## config.mk

```make
export PLATFORM = sky130hd
export DESIGN_NAME = mem_stage
export DESIGN_NICKNAME = d
export VERILOG_FILES = /design/src/rtl/mem_stage.sv
export SDC_FILE = /design/constraint.sdc
export NUM_CORES = 1
export LEC_CHECK = 0
export BUFFER_PORTS_ARGS = -buffer_cell sky130_fd_sc_hd__buf_2
export CAP_MARGIN = 20
export CORE_MARGIN = 10
export CORE_UTILIZATION = 50
export CTS_BUF_LIST = sky130_fd_sc_hd__clkbuf_8 sky130_fd_sc_hd__clkbuf_16
export DETAILED_ROUTE_END_ITERATION = 12
export GPL_ROUTABILITY_DRIVEN = 1
export PLACE_DENSITY = 0.93
export REMOVE_ABC_BUFFERS = 1
export SLEW_MARGIN = 20
export SYNTH_ARGS = -nofsm -noshare
export SYNTH_HDL_FRONTEND = slang
export SYNTH_SLANG_ARGS = --single-unit
```

## constraint.sdc

```tcl
create_clock -name clk -period 3 [get_ports clk]
set_clock_uncertainty 0.15 [all_clocks]
set_input_delay 0.15 -clock clk [delete_from_list [all_inputs] [get_ports clk]]
set_output_delay 0.15 -clock clk [all_outputs]
set_load 0.05 [all_outputs]
```

## src/rtl/mem_stage.sv

```systemverilog
`default_nettype none
// ============================================================================
//  Module      : mem_stage
//  Description : Memory-access stage of the 5-stage MIPS pipeline. Loads and
//                stores run over a synchronous req/ack bus while the pipeline
//                is stalled. Non-memory instructions pass straight through to
//                mem_wb in the same cycle. Loaded data is lane-selected
//                (big-endian) and sign/zero-extended before writeback.
//  Options     : MEM_ALIGN_CHECK_EN - when defined, misaligned half/word
//                accesses skip the bus and pulse align_err_o in DONE.
//  Revision    : 1.0 - initial release
// ============================================================================
module mem_stage #(
  parameter int TIMEOUT = 255
) (
  input  logic        clk,
  input  logic        rst,
  input  logic [4:0]  wd_i,
  input  logic        wreg_i,
  input  logic [31:0] wdata_i,
  input  logic [3:0]  mem_op_i,
  input  logic [31:0] mem_addr_i,
  input  logic [31:0] reg2_i,
  output logic [4:0]  wd_o,
  output logic        wreg_o,
  output logic [31:0] wdata_o,
  output logic        stallreq_o,
  output logic        bus_err_o,
  output logic        mem_req_o,
  output logic        mem_we_o,
  output logic [31:0] mem_addr_o,
  output logic [3:0]  mem_sel_o,
  output logic [31:0] mem_wdata_o,
`ifdef MEM_ALIGN_CHECK_EN
  output logic        align_err_o,
`endif
  input  logic        mem_ack_i,
  input  logic [31:0] mem_rdata_i
);

  // Operation encodings on mem_op_i
  localparam logic [3:0] c_OP_LB  = 4'd1;
  localparam logic [3:0] c_OP_LBU = 4'd2;
  localparam logic [3:0] c_OP_LH  = 4'd3;
  localparam logic [3:0] c_OP_LHU = 4'd4;
  localparam logic [3:0] c_OP_LW  = 4'd5;
  localparam logic [3:0] c_OP_SB  = 4'd6;
  localparam logic [3:0] c_OP_SH  = 4'd7;
  localparam logic [3:0] c_OP_SW  = 4'd8;

  // The wait counter is 8 bits; a zero limit disables the abort entirely
  localparam logic [7:0] c_TIMEOUT    = 8'(TIMEOUT);
  localparam bit         c_TIMEOUT_EN = (TIMEOUT != 0);

  typedef enum logic [1:0] {
    S_IDLE = 2'd0,
    S_BUSY = 2'd1,
    S_DONE = 2'd2
  } state_t;

  state_t      r_state;
  logic [4:0]  r_wd;
  logic [3:0]  r_op;
  logic [1:0]  r_addr_lo;
  logic        r_is_load;
  logic        r_wreg_done;
  logic [31:0] r_result;
  logic [7:0]  r_cnt;
  logic        r_mem_req;
  logic        r_mem_we;
  logic [31:0] r_mem_addr;
  logic [3:0]  r_mem_sel;
  logic [31:0] r_mem_wdata;
  logic        r_bus_err;
`ifdef MEM_ALIGN_CHECK_EN
  logic        r_align_err;
`endif

  logic        w_is_load;
  logic        w_is_store;
  logic        w_is_mem;
  logic        w_misaligned;
  logic [3:0]  w_sel;
  logic [31:0] w_store_data;
  logic [7:0]  w_byte;
  logic [15:0] w_half;
  logic [31:0] w_load_data;
  logic [7:0]  w_cnt_inc;
  logic        w_timeout;

  // Classify the incoming operation; unknown codes behave like "none"
  always_comb begin
    w_is_load  = 1'b0;
    w_is_store = 1'b0;
    case (mem_op_i)
      c_OP_LB, c_OP_LBU, c_OP_LH, c_OP_LHU, c_OP_LW: w_is_load  = 1'b1;
      c_OP_SB, c_OP_SH, c_OP_SW:                     w_is_store = 1'b1;
      default: ;
    endcase
    w_is_mem = w_is_load | w_is_store;
  end

`ifdef MEM_ALIGN_CHECK_EN
  // Half accesses must be 2-byte aligned, word accesses 4-byte aligned
  always_comb begin
    w_misaligned = 1'b0;
    case (mem_op_i)
      c_OP_LH, c_OP_LHU, c_OP_SH: w_misaligned = mem_addr_i[0];
      c_OP_LW, c_OP_SW:           w_misaligned = |mem_addr_i[1:0];
      default: ;
    endcase
  end
`else
  // Without the check, low address bits are simply ignored for half/word
  assign w_misaligned = 1'b0;
`endif

  // Byte-lane select and lane-replicated store data (lane 3 = bits 31:24)
  always_comb begin
    w_sel        = 4'b0000;
    w_store_data = 32'h0000_0000;
    case (mem_op_i)
      c_OP_LB, c_OP_LBU, c_OP_SB: w_sel = 4'b1000 >> mem_addr_i[1:0];
      c_OP_LH, c_OP_LHU, c_OP_SH: w_sel = mem_addr_i[1] ? 4'b0011 : 4'b1100;
      c_OP_LW, c_OP_SW:           w_sel = 4'b1111;
      default: ;
    endcase
    case (mem_op_i)
      c_OP_SB: w_store_data = {4{reg2_i[7:0]}};
      c_OP_SH: w_store_data = {2{reg2_i[15:0]}};
      c_OP_SW: w_store_data = reg2_i;
      default: ;
    endcase
  end

  // Format returning read data from the latched op and address offset
  always_comb begin
    w_byte      = 8'h00;
    w_load_data = mem_rdata_i;
    case (r_addr_lo)
      2'b00:   w_byte = mem_rdata_i[31:24];
      2'b01:   w_byte = mem_rdata_i[23:16];
      2'b10:   w_byte = mem_rdata_i[15:8];
      default: w_byte = mem_rdata_i[7:0];
    endcase
    w_half = r_addr_lo[1] ? mem_rdata_i[15:0] : mem_rdata_i[31:16];
    case (r_op)
      c_OP_LB:  w_load_data = {{24{w_byte[7]}}, w_byte};
      c_OP_LBU: w_load_data = {24'h00_0000, w_byte};
      c_OP_LH:  w_load_data = {{16{w_half[15]}}, w_half};
      c_OP_LHU: w_load_data = {16'h0000, w_half};
      default:  w_load_data = mem_rdata_i;
    endcase
  end

  // Abort fires on the BUSY cycle that brings the count up to the limit
  always_comb begin
    w_cnt_inc = r_cnt + 8'd1;
    w_timeout = c_TIMEOUT_EN && (w_cnt_inc == c_TIMEOUT);
  end

  // Transaction state machine with registered bus-side outputs
  always_ff @(posedge clk) begin
    if (rst) begin
      r_state     <= S_IDLE;
      r_wd        <= 5'd0;
      r_op        <= 4'd0;
      r_addr_lo   <= 2'd0;
      r_is_load   <= 1'b0;
      r_wreg_done <= 1'b0;
      r_result    <= 32'h0000_0000;
      r_cnt       <= 8'd0;
      r_mem_req   <= 1'b0;
      r_mem_we    <= 1'b0;
      r_mem_addr  <= 32'h0000_0000;
      r_mem_sel   <= 4'b0000;
      r_mem_wdata <= 32'h0000_0000;
      r_bus_err   <= 1'b0;
`ifdef MEM_ALIGN_CHECK_EN
      r_align_err <= 1'b0;
`endif
    end else begin
      // Error flags are single-cycle pulses
      r_bus_err <= 1'b0;
`ifdef MEM_ALIGN_CHECK_EN
      r_align_err <= 1'b0;
`endif
      case (r_state)
        S_IDLE: begin
          if (w_is_mem) begin
            // Capture everything needed later; upstream may not be trusted
            // to hold its outputs while the bus is in flight
            r_wd        <= wd_i;
            r_op        <= mem_op_i;
            r_addr_lo   <= mem_addr_i[1:0];
            r_is_load   <= w_is_load;
            r_wreg_done <= 1'b0;
            r_result    <= wdata_i;
            if (w_misaligned) begin
              r_state <= S_DONE;
`ifdef MEM_ALIGN_CHECK_EN
              r_align_err <= 1'b1;
`endif
            end else begin
              r_state     <= S_BUSY;
              r_mem_req   <= 1'b1;
              r_mem_we    <= w_is_store;
              r_mem_addr  <= {mem_addr_i[31:2], 2'b00};
              r_mem_sel   <= w_sel;
              r_mem_wdata <= w_store_data;
            end
          end
        end
        S_BUSY: begin
          r_cnt <= w_cnt_inc;
          if (mem_ack_i) begin
            r_mem_req <= 1'b0;
            r_state   <= S_DONE;
            if (r_is_load) begin
              r_result    <= w_load_data;
              r_wreg_done <= 1'b1;
            end
          end else if (w_timeout) begin
            r_mem_req <= 1'b0;
            r_bus_err <= 1'b1;
            r_state   <= S_DONE;
          end
        end
        S_DONE: begin
          r_state <= S_IDLE;
          r_cnt   <= 8'd0;
        end
        default: r_state <= S_IDLE;
      endcase
    end
  end

  // Writeback mux: passthrough in IDLE, latched results otherwise
  always_comb begin
    wd_o       = wd_i;
    wreg_o     = wreg_i;
    wdata_o    = wdata_i;
    stallreq_o = 1'b0;
    case (r_state)
      S_IDLE: begin
        if (w_is_mem) begin
          stallreq_o = 1'b1;
          wreg_o     = 1'b0;
        end
      end
      S_BUSY: begin
        wd_o       = r_wd;
        wreg_o     = 1'b0;
        wdata_o    = r_result;
        stallreq_o = 1'b1;
      end
      S_DONE: begin
        wd_o    = r_wd;
        wreg_o  = r_wreg_done;
        wdata_o = r_result;
      end
      default: ;
    endcase
  end

  assign mem_req_o   = r_mem_req;
  assign mem_we_o    = r_mem_we;
  assign mem_addr_o  = r_mem_addr;
  assign mem_sel_o   = r_mem_sel;
  assign mem_wdata_o = r_mem_wdata;
  assign bus_err_o   = r_bus_err;
`ifdef MEM_ALIGN_CHECK_EN
  assign align_err_o = r_align_err;
`endif

endmodule
`default_nettype wire

```

==> results of run 1 <==
-- cells in the mapped netlist (all sizes together) (4+ instances only) --
cell     number  area (um^2)
mux2i        18          180
o21a          4         31.3
nand3        25          130
or2           9         56.3
nand3b        4         30.0
inv           6         22.5
a221o         8         80.1
mux2         47          529
dfxtp       124         2480
nor3          7         35.0
a21oi        81          413
o41ai        16          238
nand2b       15         93.8
buf          36          226
clkbuf       29          109
a22oi        26          195
a32o          8         80.1
a311oi        8         76.3
ha            6         75.1
nor2         75          287
o2111ai       8         70.1
nand2       122          458
o22ai        11         68.8
a22o          9         78.8
nor2b         4         25.0
nor3b         4         35.0
o21ai        30          150
-- cells by family (layout without fill, tap and decap cells) --
logic type,count (synthesis),in the layout
XOR/XNOR,3,3
other,1,3
flip-flops,124,124
multiplexers,65,65
AND/OR/NAND/NOR,281,281
buffers and inverters,72,424
AO/OA/AOI/OAI,223,223
adder cells (fa/ha/maj),6,6
-- worst reg2reg max path, delay by kind of cell (launching register included) --
kind,cells,cell delay [ns]
AND/OR/NAND/NOR,1,0.21
adder cells (fa/ha/maj),1,0.38
AO/OA/AOI/OAI,3,0.72
buffers and inverters,3,0.97
flip-flops,1,0.35
-- how the worst max path moves through the flow --
stage	start	end	slack (ns)	depth (start not counted)
4_1_cts	mem_op_i[1]	r_result[25]	0.03	8
6_report	r_state[0]	r_result[29]	0.17	8
5_1_grt	r_state[0]	stallreq_o	0.1	5
2_1_floorplan	r_state[0]	mem_sel_o[0]	-0.08	6
3_5_place_dp	r_state[0]	r_result[17]	0.46	8
3_3_place_gp	r_state[0]	r_result[19]	0.56	8
-- where the power goes --
group	switching, W	internal [W]	total (W)
clock	0.000806	0.00131	0.00211
sequential	0.000128	0.00183	0.00196
combinational	0.00156	0.000775	0.00234
-- layer usage --
layer / part of all wire, % / GRT usage [%]
met4: 6.0 / 16.5
met2: 47 / 49.1
met3: 12 / 9.71
met5: 0 / 0
met1: 36 / 32.2
-- flip-flops by register name (all words and copies together) (netlist names), 2 cells and up --
| name | cells |
|---|---|
| r_cnt | 8 |
| mem_wdata_o | 32 |
| r_op | 4 |
| mem_addr_o | 30 |
| r_addr_lo | 2 |
| r_result | 32 |
| r_state | 2 |
| mem_sel_o | 4 |
| r_wd | 5 |
-- repair_timing --
item                                    in CTS  in global routing
endpoints found under the setup margin       0                  4
gates resized for setup                      0                  2
hold buffers                               117                  1
endpoints found under the hold margin      102                  1
-- area by class of cell --
type / instances / area share [%]
inverter: 7 / 0.272
tap: 172 / 2.23
clock inverter: 15 / 1.82
timing repair buffer: 385 / 27.0
multi-input combinational: 580 / 38.5
sequential: 124 / 25.7
antenna: 1 / 0.0259
clock buffer: 17 / 4.41
-- per-stage QoR --
step,cells,hold WS (ns),power [W],worst slack (ns)
6_report,1301,0.0171,0.00641,0.171
3_5_place_dp,1150,0.245,0.00406,0.460
2_1_floorplan,711,0.0646,0.00341,-0.0829
4_1_cts,1299,0.000501,0.00628,0.0348
3_3_place_gp,1150,0.240,0.00402,0.558
5_1_grt,1301,0.0275,0.00662,0.0992
==> flow_results.org, run 1 <==
** Timing
- Slew headroom :: 35.2%
- Share of the clock period used by the worst path :: 94.3%
- The number of endpoints with negative hold slack in the final report came to 0.
- The routed design could run at a clock period as short as 2.83 ns.
- Fin Setup TNS :: 0 ns
- # setup viols final :: 0
- Count of pins over their slew limit :: 0
- Setup repair after global routing missed its margin :: no
- At the pin with the least slew margin, the transition time is 0.965 ns.
- Derived from the worst setup path, the maximum achievable clock frequency is 353 MHz.

** Floorplan
- Die area :: 0.0180 mm^2
- From left edge to right edge, the die measures 134 um.
- I/O Pins :: 251
- Number of rows created at floorplan :: 41
- Starting density of the core :: 51.4%
- Die Height :: 134 um
- The floorplan step defined a core boundary enclosing 0.0127 mm^2.

** Setup path
- Across all register-to-register paths, the minimum setup slack is 0.17 ns.
- The worst setup path is captured at a flop.
- For this design, the slowest cell found on the critical path is sky130_fd_sc_hd__dlygate4sd3_1.
- Cell chain of the critical path :: inv_1, ha_2, buf_4, o21a_2, a21o_2, nand3b_1, o41ai_1, dlygate4sd3_1
- In this run the critical register-to-register path is captured at r_result[29].
- Nature of the critical path startpoint :: flop
- Of all nets on the critical path, the largest fanout is 15.
- Reg2reg path depth :: 8
- For the worst setup path, the data required time is 3.21 ns.
- Delay of the slowest cell on the worst path :: 0.59 ns
- The worst register-to-register path begins at r_state[0].
- Path type of the worst setup path :: reg2reg
- Number of buffer and inverter instances along the worst setup path :: 3
- Top delay family on crit path :: buffers and inverters
- Arrival time worst endpoint :: 3.03 ns

** Routing
- The final route contains 7895 vias.
- Dividing the detail-routed via count by the number of cells gives 6.07.
- Number of nets still failing antenna checks after routing :: 0
- The first routing iteration left 853 violations.
- Dividing the detail-routed wire length by the instance count gives 21.3 um.
- First drt pass iteration count :: 6
- DRC Markers :: 0
- Aggregate routed wire length :: 27800 um

** Worst hold path
- The path with the worst hold slack has its endpoint at mem_wdata_o[15].
- Hold Crit Start :: reg2_i[15]
- Worst min-delay path class :: in2reg
- The worst hold path was traced through 4 stages.

** Clocking
- Cts bufs inserted :: 17
- TritonCTS built the clock tree.
- The H-tree was split into 4 levels.
- The later pin in the worst-skew pair is clocked with a latency of 0.41 ns.
- Post-CTS setup buffer count :: 0
- CTS Buffer Depth :: 2
- Clk root buf :: sky130_fd_sc_hd__clkbuf_16
- Counting every sink on the clock net gives 124.
- Clock-pin slew was measured on the worst setup and hold paths at 0.06 ns.

** Synth
- Summing the areas of all fa, ha and maj instances in the mapped netlist gives 1.15% of the synthesized area.
- Of the total synthesized cell area, the portion taken by AND, OR, NAND and NOR gates is 19.5%.
- Synthesized cell area :: 0.00654 mm^2
- Unique cell type count in the Yosys netlist :: 62
- Of all flip-flops after synthesis, the portion carrying an async set or reset was 0%.
- Synthesis handed over a netlist of 775 instances.
- Post-synthesis area per instance :: 8.43 um^2
- Yosys printed 0 warnings.
- After Yosys synthesis, XOR and XNOR cells account for 0.402% of the synthesized area.
- Summing the areas of all compound-gate instances in the mapped netlist gives 24.5% of the synthesized area.
- After synthesis the netlist holds a flip-flop and latch count of 124.
- Post-synth top flop :: sky130_fd_sc_hd__dfxtp_1
- Mux contribution to synthesized area :: 10.9%
- Dominant combinational cell family by area after synthesis :: compound AO/OA/AOI/OAI gates
- Sequential element share of the synthesized area :: 38.0%
- Counting flops with a built-in enable in the synthesized netlist gives 0.

** Layout
- The library cell used most frequently in the layout, excluding fill and tap cells, is sky130_fd_sc_hd__buf_2.
- Post-route cell area :: 0.00964 mm^2
- Layout fillers :: 788
- Count of nets after finishing :: 1262
- In the layout the commonest cells are sky130_fd_sc_hd__buf_2, sky130_fd_sc_hd__dfxtp_1, sky130_fd_sc_hd__nand2_1.
- Share of layout cells above drive strength 1 :: 33.8%
- Cells fill 75.8% of the core in the end.
- Growth of design area from synthesis to finish :: 47.5%
- The multi-input combinational cells in the finished layout cover a total of 0.00371 mm^2.
- The sequential cells in the finished layout cover a total of 0.00248 mm^2.

** Global route
- The number of antenna violations at the first check in global routing was 1.
- For this run, the total global-route usage over all layers was measured as 29.4%.
- The via count of the first global-routing pass came to 7936.
- The total overflow left after global routing is 0.
- Wire length of the first global-routing pass :: 43200 um
- Largest net degree at the start of global routing :: 47

** Placement
- Half-perimeter wire length of the detailed placement result :: 16400 um
- Buffers placed on the I/O ports in this run total 248.
- Routability congestion estimate :: 0.945
- Cell area after placement :: 0.00785 mm^2

** Run
- Max Cap Violations :: 0

** Power
- Total power density per cell area :: 664 mW/mm^2
- Worst IR drop on VDD :: 0.447 mV
- The analysis attributes to cell leakage a power of 4.23 nW.

** Outcome
- The run finished with clean final reports.
Note: power is estimated with default switching activity, not from simulation.
==> inputs of run 2 (changes only) <==
Settings changed: CORE_UTILIZATION 50 to 51, CTS_BUF_LIST sky130_fd_sc_hd__clkbuf_8 sky130_fd_sc_hd__clkbuf_16 to sky130_fd_sc_hd__clkbuf_4, PLACE_DENSITY 0.93 to 0.95.
==> run 2 against run 1 <==
Effect of this change:
- combinational power increased by 3%
- total power decreased by 12%
- sequential share of layout area increased by 0.097 points
- cell count increased by 2.1%
- die area decreased by 1.7%
- utilization increased by 0.64 points
- maximum frequency decreased by 2.2%
- setup slack got worse by 0.063 ns
- sequential power about the same
- routed wire length decreased by 1.6%
- critical path depth decreased by 1
- sequential cell count unchanged
- largest cell class unchanged
- highest routed layer unchanged
==> flow_results.org, run 2 (synthesis gave the netlist of run 1 again) <==
** Outcome
- The run finished with clean final reports.

** Floorplan
- Width of the chip :: 133 um
- Die area :: 0.0177 mm^2
- Starting density of the core :: 52.0%
- Measured along the y axis, the die boundary spans 133 um.
- I/O Pins :: 251
- Core area :: 0.0126 mm^2
- In this run the core area contains 41 standard-cell rows.

** Timing
- For the final routed database, the setup TNS stands at 0 ns.
- Min setup slack post-route :: 0.107 ns
- In this run the tightest slew margin relative to its limit is 35.9%.
- The final critical path takes up 96.4% of the cycle.
- The number of endpoints with negative hold slack in the final report was 0.
- The tightest hold path in the finished design has a slack of 0.0578 ns.
- Fmax :: 346 MHz
- Counting I/O delays and the setup requirement, the final critical path takes 2.89 ns.
- # setup viols final :: 0
- Slew at the pin closest to its max-slew limit :: 0.955 ns
- Count of pins over their slew limit :: 0
- Setup repair after global routing left no endpoint under its margin.

** Setup path
- CP max FO :: 13
- Path type of the worst setup path :: reg2reg
- Number of buffer and inverter instances along the worst setup path :: 2
- Cell chain of the critical path :: buf_4, nand2b_1, o22ai_1, nand2_1, o2111ai_1, a311oi_1, dlygate4sd3_1
- In this design, the stage delay of the slowest critical-path cell is 0.70 ns.
- Critical-path cell with the highest stage delay :: sky130_fd_sc_hd__dfxtp_1
- R2R Setup Slk :: 0.11 ns
- Grouping stages by cell kind, the critical path spends the most delay in buffers and inverters.
- Nature of the critical path startpoint :: flop
- For the worst setup path, the data arrival time is 3.24 ns.
- Kind of capture point of the worst setup path :: flop
- Data on the critical path is required at its endpoint by 3.35 ns.

** Clocking
- Post-CTS setup buffer count :: 0
- CTS placed an instance of sky130_fd_sc_hd__clkbuf_4 at the clock tree root.
- Cts bufs inserted :: 17
- Clock latency on the worst-skew pair, taken at its later pin, is 0.54 ns.
- CTS Buffer Depth :: 2
- Clock tree synthesis found a total of 124 sinks.
- Clock-pin slew reported for the worst setup and hold paths after clock tree synthesis :: 0.13 ns
- CTS tree :: yes
- Max H-tree Level :: 4

** Routing
- Number of nets still failing antenna checks after routing :: 0
- DRC Markers :: 0
- The routed layout has 7919 vias.
- Wires add up to 27300 um.
- Avg Vias per Cell :: 5.96
- The pre-antenna-repair detailed-routing pass consisted of 6 iterations.
- For this block, the initial DRC count from the detailed router was 767.
- In the final routed layout, each cell accounts on average for 20.6 um.

** Layout
- Commonest cells after routing, fill and taps aside :: sky130_fd_sc_hd__buf_2, sky130_fd_sc_hd__dlygate4sd3_1, sky130_fd_sc_hd__dfxtp_1
- Compared with the post-synthesis result, the final layout area differs by 47.0%.
- The finished layout holds 1328 standard cells, fillers aside.
- The library cell used most frequently in the layout, excluding fill and tap cells, is sky130_fd_sc_hd__buf_2.
- Once layout is complete, the utilization of the core stands at 76.4%.
- The filler cells instantiated in the layout total 775.
- Cells with a size suffix above 1 make up 33.1% of the layout.
- Count of nets after finishing :: 1286

** Power
- The clock network is responsible for 22.7% of the overall power.
- Cell internal power was estimated by the tool at 0.00326 W.
- Sequential fraction of design power :: 34.5%
- Net Switching :: 0.00240 W
- Power spread over the standard cell area amounts to 589 mW/mm^2.
- Portion of total power attributed to combinational logic :: 42.8%
- In this run switching power makes up 42.4% of total power.
- In this run the static leakage power is 4.26 nW.
- The worst-case IR drop observed on VDD is 0.432 mV.

** Global route
- The number of antenna violations at the first check in global routing was 4.
- Grt total ovfl :: 0
- Entering global routing, the biggest net connects 121 pins.
- Across every metal layer, demand over resource in global routing totals 29.4%.
- The via count of the first global-routing pass is 8146.
- The first global-routing pass estimated 42700 um of wire.

** Placement
- Half-perimeter wire length of the detailed placement result :: 16000 um
- Timing analysis after detailed placement gives a worst setup slack of 0.421 ns.
- Routability congestion estimate :: 0.945
- Number of input and output port buffers inserted :: 248
- Count of placed standard cells including taps :: 1149

** Run
- Max Cap Violations :: 0

** Worst hold path
- Worst min-delay path class :: in2reg
[run 2: per-layer routing]
| layer | wire length, um | part of all wire, % | global-route usage [%] |
|---|---|---|---|
| met4 | 1520 | 5.6 | 16.3 |
| met1 | 9540 | 35 | 30.4 |
| met2 | 13100 | 48 | 50.8 |
| met3 | 3120 | 11 | 10.5 |
| met5 | 0 | 0 | 0 |
[run 2: worst paths after layout]
| kind | cells past startpoint | end | start |
|---|---|---|---|
| min | 3 | mem_sel_o[1] | rst |
| max reg2reg | 7 | r_result[1] | r_addr_lo[1] |
| max | 7 | r_result[1] | r_addr_lo[1] |
| min reg2reg | 2 | mem_addr_o[23] | mem_addr_o[23] |
[run 2: worst min-delay path: cells and delay by family]
family,cells,cell delay [ns]
and+or+nand+nor,1,0.15
buffers and inverters,2,0.36
[run 2: layout make-up]
cell class	count	area, um^2	share of cell area, %
clock inverters	15	175	1.82
clock buffers	17	128	1.33
repair buffers	409	2850	29.6
flip-flops and latches	124	2480	25.8
inverters	7	26.3	0.273
well taps	172	215	2.24
multi-input cells	580	3720	38.8
diodes	4	10.0	0.104
[run 2: power by group through the flow]
stage	Clock (W)	Sequential [W]	Combinational, W
CTS	0.00127	0.00193	0.00233
global placement	0	0.00196	0.00205
detailed placement	0	0.00197	0.00208
floorplan	0	0.00218	0.00124
finish	0.00128	0.00195	0.00242
global route	0.00135	0.00197	0.00255
[run 2: per-stage QoR]
step	power, W	area (um^2)
global placement	0.00401	7850
detailed placement	0.00405	7850
CTS	0.00553	9590
floorplan	0.00341	6200
global route	0.00586	9610
finish	0.00566	9610
[run 2: timing repair]
action	4_1_cts	5_1_grt
resized for setup	1	3
hold buffers	143	0
hold endpoints to repair	113	0
setup endpoints to repair	1	17
